===== src/rtl/uart_tx_serializer_pkg.sv =====
//------------------------------------------------------------------------------
// Module   : uart_tx_serializer_pkg
// Purpose  : Shared UART definitions: transmitter state encoding, data width
//            limits, oversampling constants and a used-bit mask helper.
// Revision : 1.0 - initial release
//------------------------------------------------------------------------------
`default_nettype none

package uart_tx_serializer_pkg;

  localparam int c_DATA_WIDTH_MIN = 5;
  localparam int c_DATA_WIDTH_MAX = 9;

  localparam logic [4:0] c_OS_13 = 5'd13;
  localparam logic [4:0] c_OS_16 = 5'd16;

  typedef enum logic [2:0] {
    S_IDLE   = 3'd0,
    S_START  = 3'd1,
    S_DATA   = 3'd2,
    S_PARITY = 3'd3,
    S_STOP   = 3'd4,
    S_BREAK  = 3'd5,
    S_MARK   = 3'd6
  } state_t;

  // Mask with the low 'nbits' bits set; bits above the frame length are dropped.
  function automatic logic [c_DATA_WIDTH_MAX-1:0] f_mask(input logic [3:0] nbits);
    logic [c_DATA_WIDTH_MAX-1:0] m;
    m = '0;
    for (int i = 0; i < c_DATA_WIDTH_MAX; i++) begin
      m[i] = (4'(i) < nbits);
    end
    return m;
  endfunction

endpackage

`default_nettype wire


===== src/rtl/uart_tx_serializer_baud_tick_gen.sv =====
//------------------------------------------------------------------------------
// Module   : uart_baud_tick_gen
// Purpose  : Produces a one-cycle strobe on the last clk of every bit period
//            (i_divisor * i_os clk cycles). i_restart zeroes both counters so
//            the following cycle is the first cycle of a fresh bit period.
// Ports    : clk, reset (async active-low), i_restart, i_divisor, i_os,
//            o_bit_end
// Revision : 1.0 - initial release
//------------------------------------------------------------------------------
`default_nettype none

module uart_baud_tick_gen #(
  parameter int DIV_WIDTH = 16
) (
  input  logic                 clk,
  input  logic                 reset,
  input  logic                 i_restart,
  input  logic [DIV_WIDTH-1:0] i_divisor,
  input  logic [4:0]           i_os,
  output logic                 o_bit_end
);

  localparam logic [DIV_WIDTH-1:0] c_ONE = DIV_WIDTH'(1);

  logic [DIV_WIDTH-1:0] r_div_cnt;
  logic [4:0]           r_os_cnt;
  logic                 w_div_last;
  logic                 w_os_last;

  assign w_div_last = (r_div_cnt == (i_divisor - c_ONE));
  assign w_os_last  = (r_os_cnt == (i_os - 5'd1));
  assign o_bit_end  = w_div_last & w_os_last;

  always_ff @(posedge clk or negedge reset) begin
    if (!reset) begin
      r_div_cnt <= '0;
      r_os_cnt  <= '0;
    end else if (i_restart) begin
      r_div_cnt <= '0;
      r_os_cnt  <= '0;
    end else if (w_div_last) begin
      r_div_cnt <= '0;
      r_os_cnt  <= w_os_last ? 5'd0 : (r_os_cnt + 5'd1);
    end else begin
      r_div_cnt <= r_div_cnt + c_ONE;
    end
  end

endmodule

`default_nettype wire


===== src/rtl/uart_tx_serializer.sv =====
//------------------------------------------------------------------------------
// Module   : uart_tx_serializer
// Purpose  : UART transmitter. Latches payload and frame configuration on
//            accept and serialises start, LSB-first data, optional parity and
//            1-2 stop bits, with parity / framing error injection.
// Ports    : clk, reset (async active-low), baudDivisor, overSampling,
//            dataBits, parityEnable, parityType, stopBits, parityErrorInject,
//            framingErrorInject, txData, txValid, txReady, tx, frameDone,
//            breakReq (only with UART_TX_BREAK_EN)
// Macro    : UART_TX_BREAK_EN - adds breakReq and the BREAK/MARK sequence.
// Revision : 1.0 - initial release
//------------------------------------------------------------------------------
`default_nettype none

module uart_tx_serializer
  import uart_tx_serializer_pkg::*;
#(
  parameter int DATA_WIDTH = 8,
  parameter int DIV_WIDTH  = 16
) (
  input  logic                  clk,
  input  logic                  reset,
  input  logic [DIV_WIDTH-1:0]  baudDivisor,
  input  logic [4:0]            overSampling,
  input  logic [3:0]            dataBits,
  input  logic                  parityEnable,
  input  logic                  parityType,
  input  logic [1:0]            stopBits,
  input  logic                  parityErrorInject,
  input  logic                  framingErrorInject,
  input  logic [DATA_WIDTH-1:0] txData,
  input  logic                  txValid,
`ifdef UART_TX_BREAK_EN
  input  logic                  breakReq,
`endif
  output logic                  txReady,
  output logic                  tx,
  output logic                  frameDone
);

  localparam logic [3:0] c_NBITS_MIN = 4'(c_DATA_WIDTH_MIN);
  localparam logic [3:0] c_NBITS_MAX = 4'(DATA_WIDTH);

  state_t                       r_state;
  state_t                       w_state_next;
  logic                         r_init;
  logic [DATA_WIDTH-1:0]        r_shift;
  logic [3:0]                   r_bit_cnt;
  logic [3:0]                   r_nbits;
  logic                         r_par_en;
  logic                         r_par_bit;
  logic                         r_fe;
  logic [1:0]                   r_stops;
  logic [DIV_WIDTH-1:0]         r_div;
  logic [4:0]                   r_os;
`ifdef UART_TX_BREAK_EN
  logic [3:0]                   r_brk_need;
`endif

  logic                         w_ready;
  logic                         w_accept;
  logic                         w_restart;
  logic                         w_bit_end;
  logic                         w_tx;
  logic                         w_frame_done;
  logic [3:0]                   w_nbits;
  logic [1:0]                   w_stops;
  logic [DIV_WIDTH-1:0]         w_div;
  logic [4:0]                   w_os;
  logic [c_DATA_WIDTH_MAX-1:0]  w_data_ext;
  logic [c_DATA_WIDTH_MAX-1:0]  w_masked;

  // Configuration clamping, applied to the live inputs at latch time.
  assign w_div   = (baudDivisor == '0) ? DIV_WIDTH'(1) : baudDivisor;
  assign w_os    = (overSampling == c_OS_13) ? c_OS_13 : c_OS_16;
  assign w_nbits = (dataBits < c_NBITS_MIN) ? c_NBITS_MIN :
                   (dataBits > c_NBITS_MAX) ? c_NBITS_MAX : dataBits;
  assign w_stops = (stopBits == 2'd0) ? 2'd1 :
                   (stopBits == 2'd3) ? 2'd2 : stopBits;

  assign w_data_ext = c_DATA_WIDTH_MAX'(txData);
  assign w_masked   = w_data_ext & f_mask(w_nbits);

  // r_init holds txReady low until the first edge after reset release.
`ifdef UART_TX_BREAK_EN
  assign w_ready = r_init & (r_state == S_IDLE) & ~breakReq;
`else
  assign w_ready = r_init & (r_state == S_IDLE);
`endif
  assign w_accept = txValid & w_ready;

  // Bit timing restarts whenever a timed sequence begins.
  assign w_restart = (w_state_next != r_state) &&
                     ((w_state_next == S_START) || (w_state_next == S_BREAK) ||
                      (w_state_next == S_MARK));

  assign txReady   = w_ready;
  assign tx        = w_tx;
  assign frameDone = w_frame_done;

  uart_baud_tick_gen #(
    .DIV_WIDTH (DIV_WIDTH)
  ) u_tick (
    .clk       (clk),
    .reset     (reset),
    .i_restart (w_restart),
    .i_divisor (r_div),
    .i_os      (r_os),
    .o_bit_end (w_bit_end)
  );

  always_ff @(posedge clk or negedge reset) begin
    if (!reset) begin
      r_state <= S_IDLE;
    end else begin
      r_state <= w_state_next;
    end
  end

  always_comb begin
    w_state_next = r_state;
    w_tx         = 1'b1;
    w_frame_done = 1'b0;
    case (r_state)
      S_IDLE: begin
        if (w_accept) begin
          w_state_next = S_START;
        end
`ifdef UART_TX_BREAK_EN
        else if (breakReq && r_init) begin
          w_state_next = S_BREAK;
        end
`endif
      end
      S_START: begin
        w_tx = 1'b0;
        if (w_bit_end) begin
          w_state_next = S_DATA;
        end
      end
      S_DATA: begin
        w_tx = r_shift[0];
        if (w_bit_end && (r_bit_cnt == (r_nbits - 4'd1))) begin
          w_state_next = r_par_en ? S_PARITY : S_STOP;
        end
      end
      S_PARITY: begin
        w_tx = r_par_bit;
        if (w_bit_end) begin
          w_state_next = S_STOP;
        end
      end
      S_STOP: begin
        w_tx = ~((r_bit_cnt == 4'd0) & r_fe);
        if (w_bit_end && (r_bit_cnt == ({2'b00, r_stops} - 4'd1))) begin
          w_state_next = S_IDLE;
          w_frame_done = 1'b1;
        end
      end
`ifdef UART_TX_BREAK_EN
      S_BREAK: begin
        w_tx = 1'b0;
        if ((r_bit_cnt >= r_brk_need) && !breakReq) begin
          w_state_next = S_MARK;
        end
      end
      S_MARK: begin
        if (w_bit_end) begin
          w_state_next = S_IDLE;
        end
      end
`endif
      default: begin
        w_state_next = S_IDLE;
      end
    endcase
  end

  always_ff @(posedge clk or negedge reset) begin
    if (!reset) begin
      r_init     <= 1'b0;
      r_shift    <= '0;
      r_bit_cnt  <= '0;
      r_nbits    <= '0;
      r_par_en   <= 1'b0;
      r_par_bit  <= 1'b0;
      r_fe       <= 1'b0;
      r_stops    <= '0;
      r_div      <= '0;
      r_os       <= '0;
`ifdef UART_TX_BREAK_EN
      r_brk_need <= '0;
`endif
    end else begin
      r_init <= 1'b1;

      if ((r_state == S_IDLE) && (w_state_next != S_IDLE)) begin
        r_div <= w_div;
        r_os  <= w_os;
      end

      if (w_accept) begin
        r_shift   <= w_masked[DATA_WIDTH-1:0];
        r_nbits   <= w_nbits;
        r_par_en  <= parityEnable;
        r_par_bit <= (^w_masked) ^ parityType ^ parityErrorInject;
        r_fe      <= framingErrorInject;
        r_stops   <= w_stops;
      end

`ifdef UART_TX_BREAK_EN
      if ((r_state == S_IDLE) && (w_state_next == S_BREAK)) begin
        r_brk_need <= 4'd1 + w_nbits + {3'b000, parityEnable} + {2'b00, w_stops};
      end
`endif

      if ((r_state == S_DATA) && w_bit_end) begin
        r_shift <= r_shift >> 1;
      end

      // Per-state bit index: zeroed on each state change, saturating count.
      if (w_state_next != r_state) begin
        r_bit_cnt <= '0;
      end else if (w_bit_end && (r_bit_cnt != 4'hF)) begin
        r_bit_cnt <= r_bit_cnt + 4'd1;
      end
    end
  end

endmodule

`default_nettype wire


===== config.mk =====
export PLATFORM = sky130hd
export DESIGN_NAME = uart_tx_serializer
export DESIGN_NICKNAME = d
export VERILOG_FILES = /design/src/rtl/uart_tx_serializer_pkg.sv /design/src/rtl/uart_tx_serializer_baud_tick_gen.sv /design/src/rtl/uart_tx_serializer.sv
export SDC_FILE = /design/constraint.sdc
export NUM_CORES = 1
export LEC_CHECK = 0
export ABC_AREA = 1
export CAP_MARGIN = 20
export CORE_ASPECT_RATIO = 1.1
export CORE_MARGIN = 5
export CORE_UTILIZATION = 58
export DETAILED_ROUTE_END_ITERATION = 6
export PLACE_DENSITY = 0.93
export SLEW_MARGIN = 10
export SYNTH_ARGS = -nofsm -noshare
export SYNTH_HDL_FRONTEND = slang
export SYNTH_SLANG_ARGS = --single-unit

===== constraint.sdc =====
create_clock -name clk -period 7.15 [get_ports clk]
set_input_delay 1.7875 -clock clk [delete_from_list [all_inputs] [get_ports clk]]
set_output_delay 1.7875 -clock clk [all_outputs]
set_load 0.02 [all_outputs]

After elaboration in Yosys (flattened, before gate mapping):

Cells that the tools add are included.

* bits in registers: 67
* input port bits: 42
* output and inout port bits: 3
* logic and storage cells: 96

* $add $sub $neg: 7
* $lt $le $gt $ge: 11
* eq/ne operators: 15
* multiplexer cells: 25
* bitwise gates (word level): 8
* reduce and logical (&&, ||, !) cells: 17

Operators with widths (number)
* $mux W16: 3
* $mux W5: 4
* $mux W3: 6
* $add A16 B1 Y16 const B: 1
* $eq A16 B16 Y1: 1
* $logic_not A16 Y1: 1
* $lt A3 B4 Y1 const A: 4
* $mux W4: 4
* $mux W8: 2
* $sub A16 B1 Y16 const B: 1
* $pmux W3 S5: 1
* $and A8 B9 Y9: 1
* $eq A3 B3 Y1 const B: 3
* $reduce_xor A9 Y1: 1
* $eq A4 B4 Y1: 2
* $lt A1 B4 Y1 const A: 2
* $lt A2 B4 Y1 const A: 2
* $eq A3 B1 Y1 const B: 2
* $eq A3 B2 Y1 const B: 2
* $logic_and A1 B1 Y1: 6
* $reduce_bool A2 Y1: 3
* $add A5 B1 Y5 const B: 1
* $eq A5 B4 Y1 const B: 1
* $eq A5 B5 Y1: 1
* 21 further kinds: 28

Longest topological paths before layout:

* depth in word-level cells: 11
* mapped depth: 21
* gate-level depth less buffers: 21

Modules after synthesis:

A second synthesis with hierarchy kept.

* cells, all modules: 612
* area total of the unflattened synthesis: 4391.7 um^2

Modules (own cells, without submodules)
* uart_tx_serializer: instances 1, cells an instance 297, area each 2341.0 um^2, seq. area each 1076.0 um^2
* uart_baud_tick_gen: instances 1, cells an instance 315, area each 2050.7 um^2, seq. area each 525.5 um^2

Worst setup path after synthesis:

Ideal clock, no wire load.

* kind: flip-flop to output port
* from: reg r_div[0]
* to: out frameDone
* arrival time: 1.973 ns
* required time: 5.362 ns
* setup slack: 3.390 ns
* stages on the path, launching flop included: 15
* path buffers: 0
* cell sequence: dfrtp_1 > inv_2 > ha_1 > nand2_1 > nor2_1 > nand2_1 > nand2_1 > nand2_1 > nand2_1 > nand2_1 > nor2_2 > nand3_4 > nor2_8 > nand3_1 > nor2_1

* word-level cells in the longest chain between the ends: 6

Ends and longest elaborated chain
* start: declaration: line uart_tx_serializer.sv:54 `logic [DIV_WIDTH-1:0] r_div;`
* start signal: assignment: line uart_tx_serializer.sv:198 `r_div <= w_div;`
* $sub A16 B1 Y16: line uart_tx_serializer_baud_tick_gen.sv:30 `assign w_div_last = (r_div_cnt == (i_divisor - c_ONE));`
* $eq A16 B16 Y1: line uart_tx_serializer_baud_tick_gen.sv:30
* $and A1 B1 Y1: line uart_tx_serializer_baud_tick_gen.sv:32 `assign o_bit_end = w_div_last & w_os_last;`
* $logic_and A1 B1 Y1: line uart_tx_serializer.sv:155 `if (w_bit_end && (r_bit_cnt == ({2'b00, r_stops} - 4'd1))) begin`
* $mux W1: line uart_tx_serializer.sv:155
* $mux W1: line uart_tx_serializer.sv:124 `case (r_state)`
* end: declaration: line uart_tx_serializer.sv:38 `output logic frameDone`

Every way passes these cells.

Worst setup path in the final report:

Same ends and word-level chain as after synthesis.

==> impl_metrics.yaml <==
status:
  status: "finished, final reports clean"
global_routing:
  grt_use_total: 0.237
  antenna_found_initial: 0
  grt_pass1_wl_mm: 17.6
  grt_max_degree: 65
  grt-ovfl-total: 0
  first_global_vias: 3947
synthesis:
  ys_seq_area_frac: 0.388
  yosysTopAreaCell: "dfrtp_1"
  synth_area_leaders: "dfrtp_1, nand2_1, xor2_1, nand3_1, inv_1"
  syn_nets: 601
  synth_top_area_share: 0.388
  mappedNetlistArea_um2: 4120
  ys.flop_type: "dfrtp_1"
  synthCells: 552
  ys_ff_latch: 64
  synth_most_common_cell: "nand2_1"
  synth-edff-count: 0
  synth.distinct_cells: 42
  synthArstFlopShare: 1.00
  synthTopCellsByCount: "nand2_1, dfrtp_1, inv_1"
  avgSynthCellArea_um2: 7.47
  ys_warn_count: 0
placement:
  portBuffers: 43
  pre_cts_slack_ns: 2.71
  dp_cells: 672
  dp_hpwl_mm: 7.36
  gp_congestion: 0.917
route:
  first_iter_violations: 349
  drtPass1Iterations: 5
  wl_mm: 10.0
  dr_total_vias: 3882
  drc: 0
  ant_nets: 0
  avgViaCountPerCell: 5.64
  wl_per_cell_um: 14.6
floorplanning:
  rows: 32
  die_y_um: 98.4
  initial_utilization: 0.592
  pin_count: 45
  die_area_um2: 8900
  core-area_um2: 6970
  chipWidth_um: 90.4
clocking:
  postCtsHoldBufs: 0
  cts_made_buffers: 9
  h-tree-depth: 3
  clock-root-buffer: "clkbuf_8"
  path_clk_slew_ns: 0.07
  cts_tree: "built"
  cts_num_sinks: 64
  cts_buffer_depth: 2
  insertion_delay_ns: 0.35
  cts_resized: 0
  cts_setup_buffers: 0
power_and_ir_drop:
  swShare: 0.213
  power_frac_seq: 0.462
  p_int_uw: 617
  comb_power_share: 0.054
  p_switching_uw: 167
  p_per_area_nw_per_um2: 160
  peakVddDrop_v: 0.000115
  p_clk_frac: 0.484
  leakagePower_uw: 0.00230
layout:
  drive_gt1_frac: 0.0862
  multi_input_area_um2: 2220
  seqCellArea_um2: 1600
  antenna_cells: 0
  fill_cells: 538
  syn_to_final_growth_pct: 18.5
  nets: 647
  fin_cells: 688
sta:
  rsz0062_at_grt: "no"
  final.setup.tns_ns: 0
  max_freq_mhz: 205
  finalMaxSlewViolations: 0
  hold_viol: 0
  setup_slack_ns: 2.26
  setup_viol_count_final: 0
  tightestPinTransition_ns: 0.823
  min_period_over_period: 0.683
  min_period_ns: 4.89
  skew_ns: 0.00780
  slew_headroom: 0.451
setup_path:
  reg2reg_depth: 14
  timing.rr.start: "r_div[0]"
  timing.critical_path.required_ns: 5.36
  r2r_setup_slack_ns: 4.08
  path_max_fanout: 8
  timing.rr.end: "r_shift[6]"
  start_kind: "flip-flop"
  cp.arrival_ns: 3.10
  critPathKind: "reg2out"
  worstSetupEndpointType: "output pin"
min_path:
  holdCritStartpoint: "u_tick.r_div_cnt[0]"
  hold_path_end: "u_tick.r_div_cnt[0]"
  min_path_cells: 1
  hold_class: "reg2reg"
run:
  max_cap_viol_count: 0
-- area by class of cell --
class | instances | share of cell area
multi-input cells | 409 | 0.454
flip-flops and latches | 64 | 0.328
repair buffers | 46 | 0.0958
inverters | 68 | 0.0522
clock buffers | 10 | 0.0261
clock inverters | 6 | 0.0220
well taps | 85 | 0.0218
-- worst max-delay path by stage --
stage / start / end / slack [ns] / cells past startpoint
6_report: r_div[0] / frameDone / 2.26 / 14
5_1_grt: r_div[0] / frameDone / 2.08 / 13
4_1_cts: r_div[0] / frameDone / 2.29 / 14
3_5_place_dp: r_div[0] / frameDone / 2.71 / 14
3_3_place_gp: r_div[0] / frameDone / 2.73 / 14
2_1_floorplan: r_div[0] / frameDone / 3.39 / 14
-- power by group through the flow --
stage                     Clock, µW  Combinational, µW  Sequential (µW)
after floorplan                   0               10.0              369
after global placement            0               42.2              369
after detailed placement          0               43.0              369
after CTS                       380               43.2              362
after global routing            398               46.8              362
final                           379               42.7              362
-- sequential cells by signal, summed over array words and instances, names as in the netlist --
name,cells
r_init,1
r_shift,8
u_tick.r_div_cnt,16
r_par_bit,1
r_fe,1
r_nbits,4
r_os,2
u_tick.r_os_cnt,5
r_stops,2
r_div,16
r_bit_cnt,4
r_par_en,1
r_state,3
-- logic make-up (layout without fill, tap and decap cells) --
logic type / after synthesis / in the layout / share of synthesized area
xor+xnor: 38 / 38 / 0.0807
other cells: 1 / 1 / 0.000910
simple gates: 308 / 308 / 0.360
flops: 64 / 64 / 0.388
buf+inv: 79 / 130 / 0.0728
compound gates: 55 / 55 / 0.0762
fa+ha+maj: 7 / 7 / 0.0212
-- layout by cell type, fill, tap and decap left out, drive strengths merged --
cell           netlist  final
nand2b               1      1
xor2                28     28
nand3b               2      2
or2                  1      1
nand2              151    151
nand4               13     13
o22ai                1      1
a31oi                1      1
a41oi                1      1
inv                 66     66
dfrtp               64     64
nand3               51     51
clkinv               2      4
a21oi               12     12
and3                 2      2
xnor2               10     10
o21a                 2      2
o21ai               29     29
clkbuf               9     10
nor4                 5      5
nor3b                5      5
a211oi               2      2
o21bai               2      2
and2                 1      1
bufinv               0      3
o211a                2      2
nor2                66     66
clkinvlp             0      1
conb                 1      1
buf                  2      4
o211ai               3      3
clkdlybuf4s50        0     42
ha                   7      7
nor4b                1      1
nor3                 9      9
-- worst max-delay path: stages, from the launching register on --
cell and delay, ns:
dfrtp_1 0.46, inv_2 0.08, ha_1 0.25, nand2_1 0.13, nand2_1 0.08, nand2_1 0.08
nand2_1 0.05, nor2_1 0.15, nand2_1 0.11, nor2_4 0.11, nand3_4 0.13, nor2_8 0.19
nand3_1 0.12, nor2_1 0.15, clkdlybuf4s50_1 0.62
-- stage by stage --
stage | utilization | area, µm² | total power [µW] | hold WS [ns]
floorplan | - | 4120 | 379 | 0.449
global placement | 0.664 | 4620 | 411 | 0.468
detailed placement | 0.668 | 4650 | 412 | 0.484
CTS | 0.702 | 4890 | 785 | 0.503
global route | 0.702 | 4890 | 807 | 0.516
finish | 0.702 | 4890 | 784 | 0.499
-- routing by layer --
metal | up-vias | GRT usage | wire length [µm]
li1 | 1877 | - | -
met1 | 1805 | 0.274 | 3870
met2 | 172 | 0.425 | 5150
met4 | 0 | 0.109 | 302
met3 | 28 | 0.0450 | 695
met5 | - | 0 | 0
Note: power is estimated with default switching activity, not from simulation.
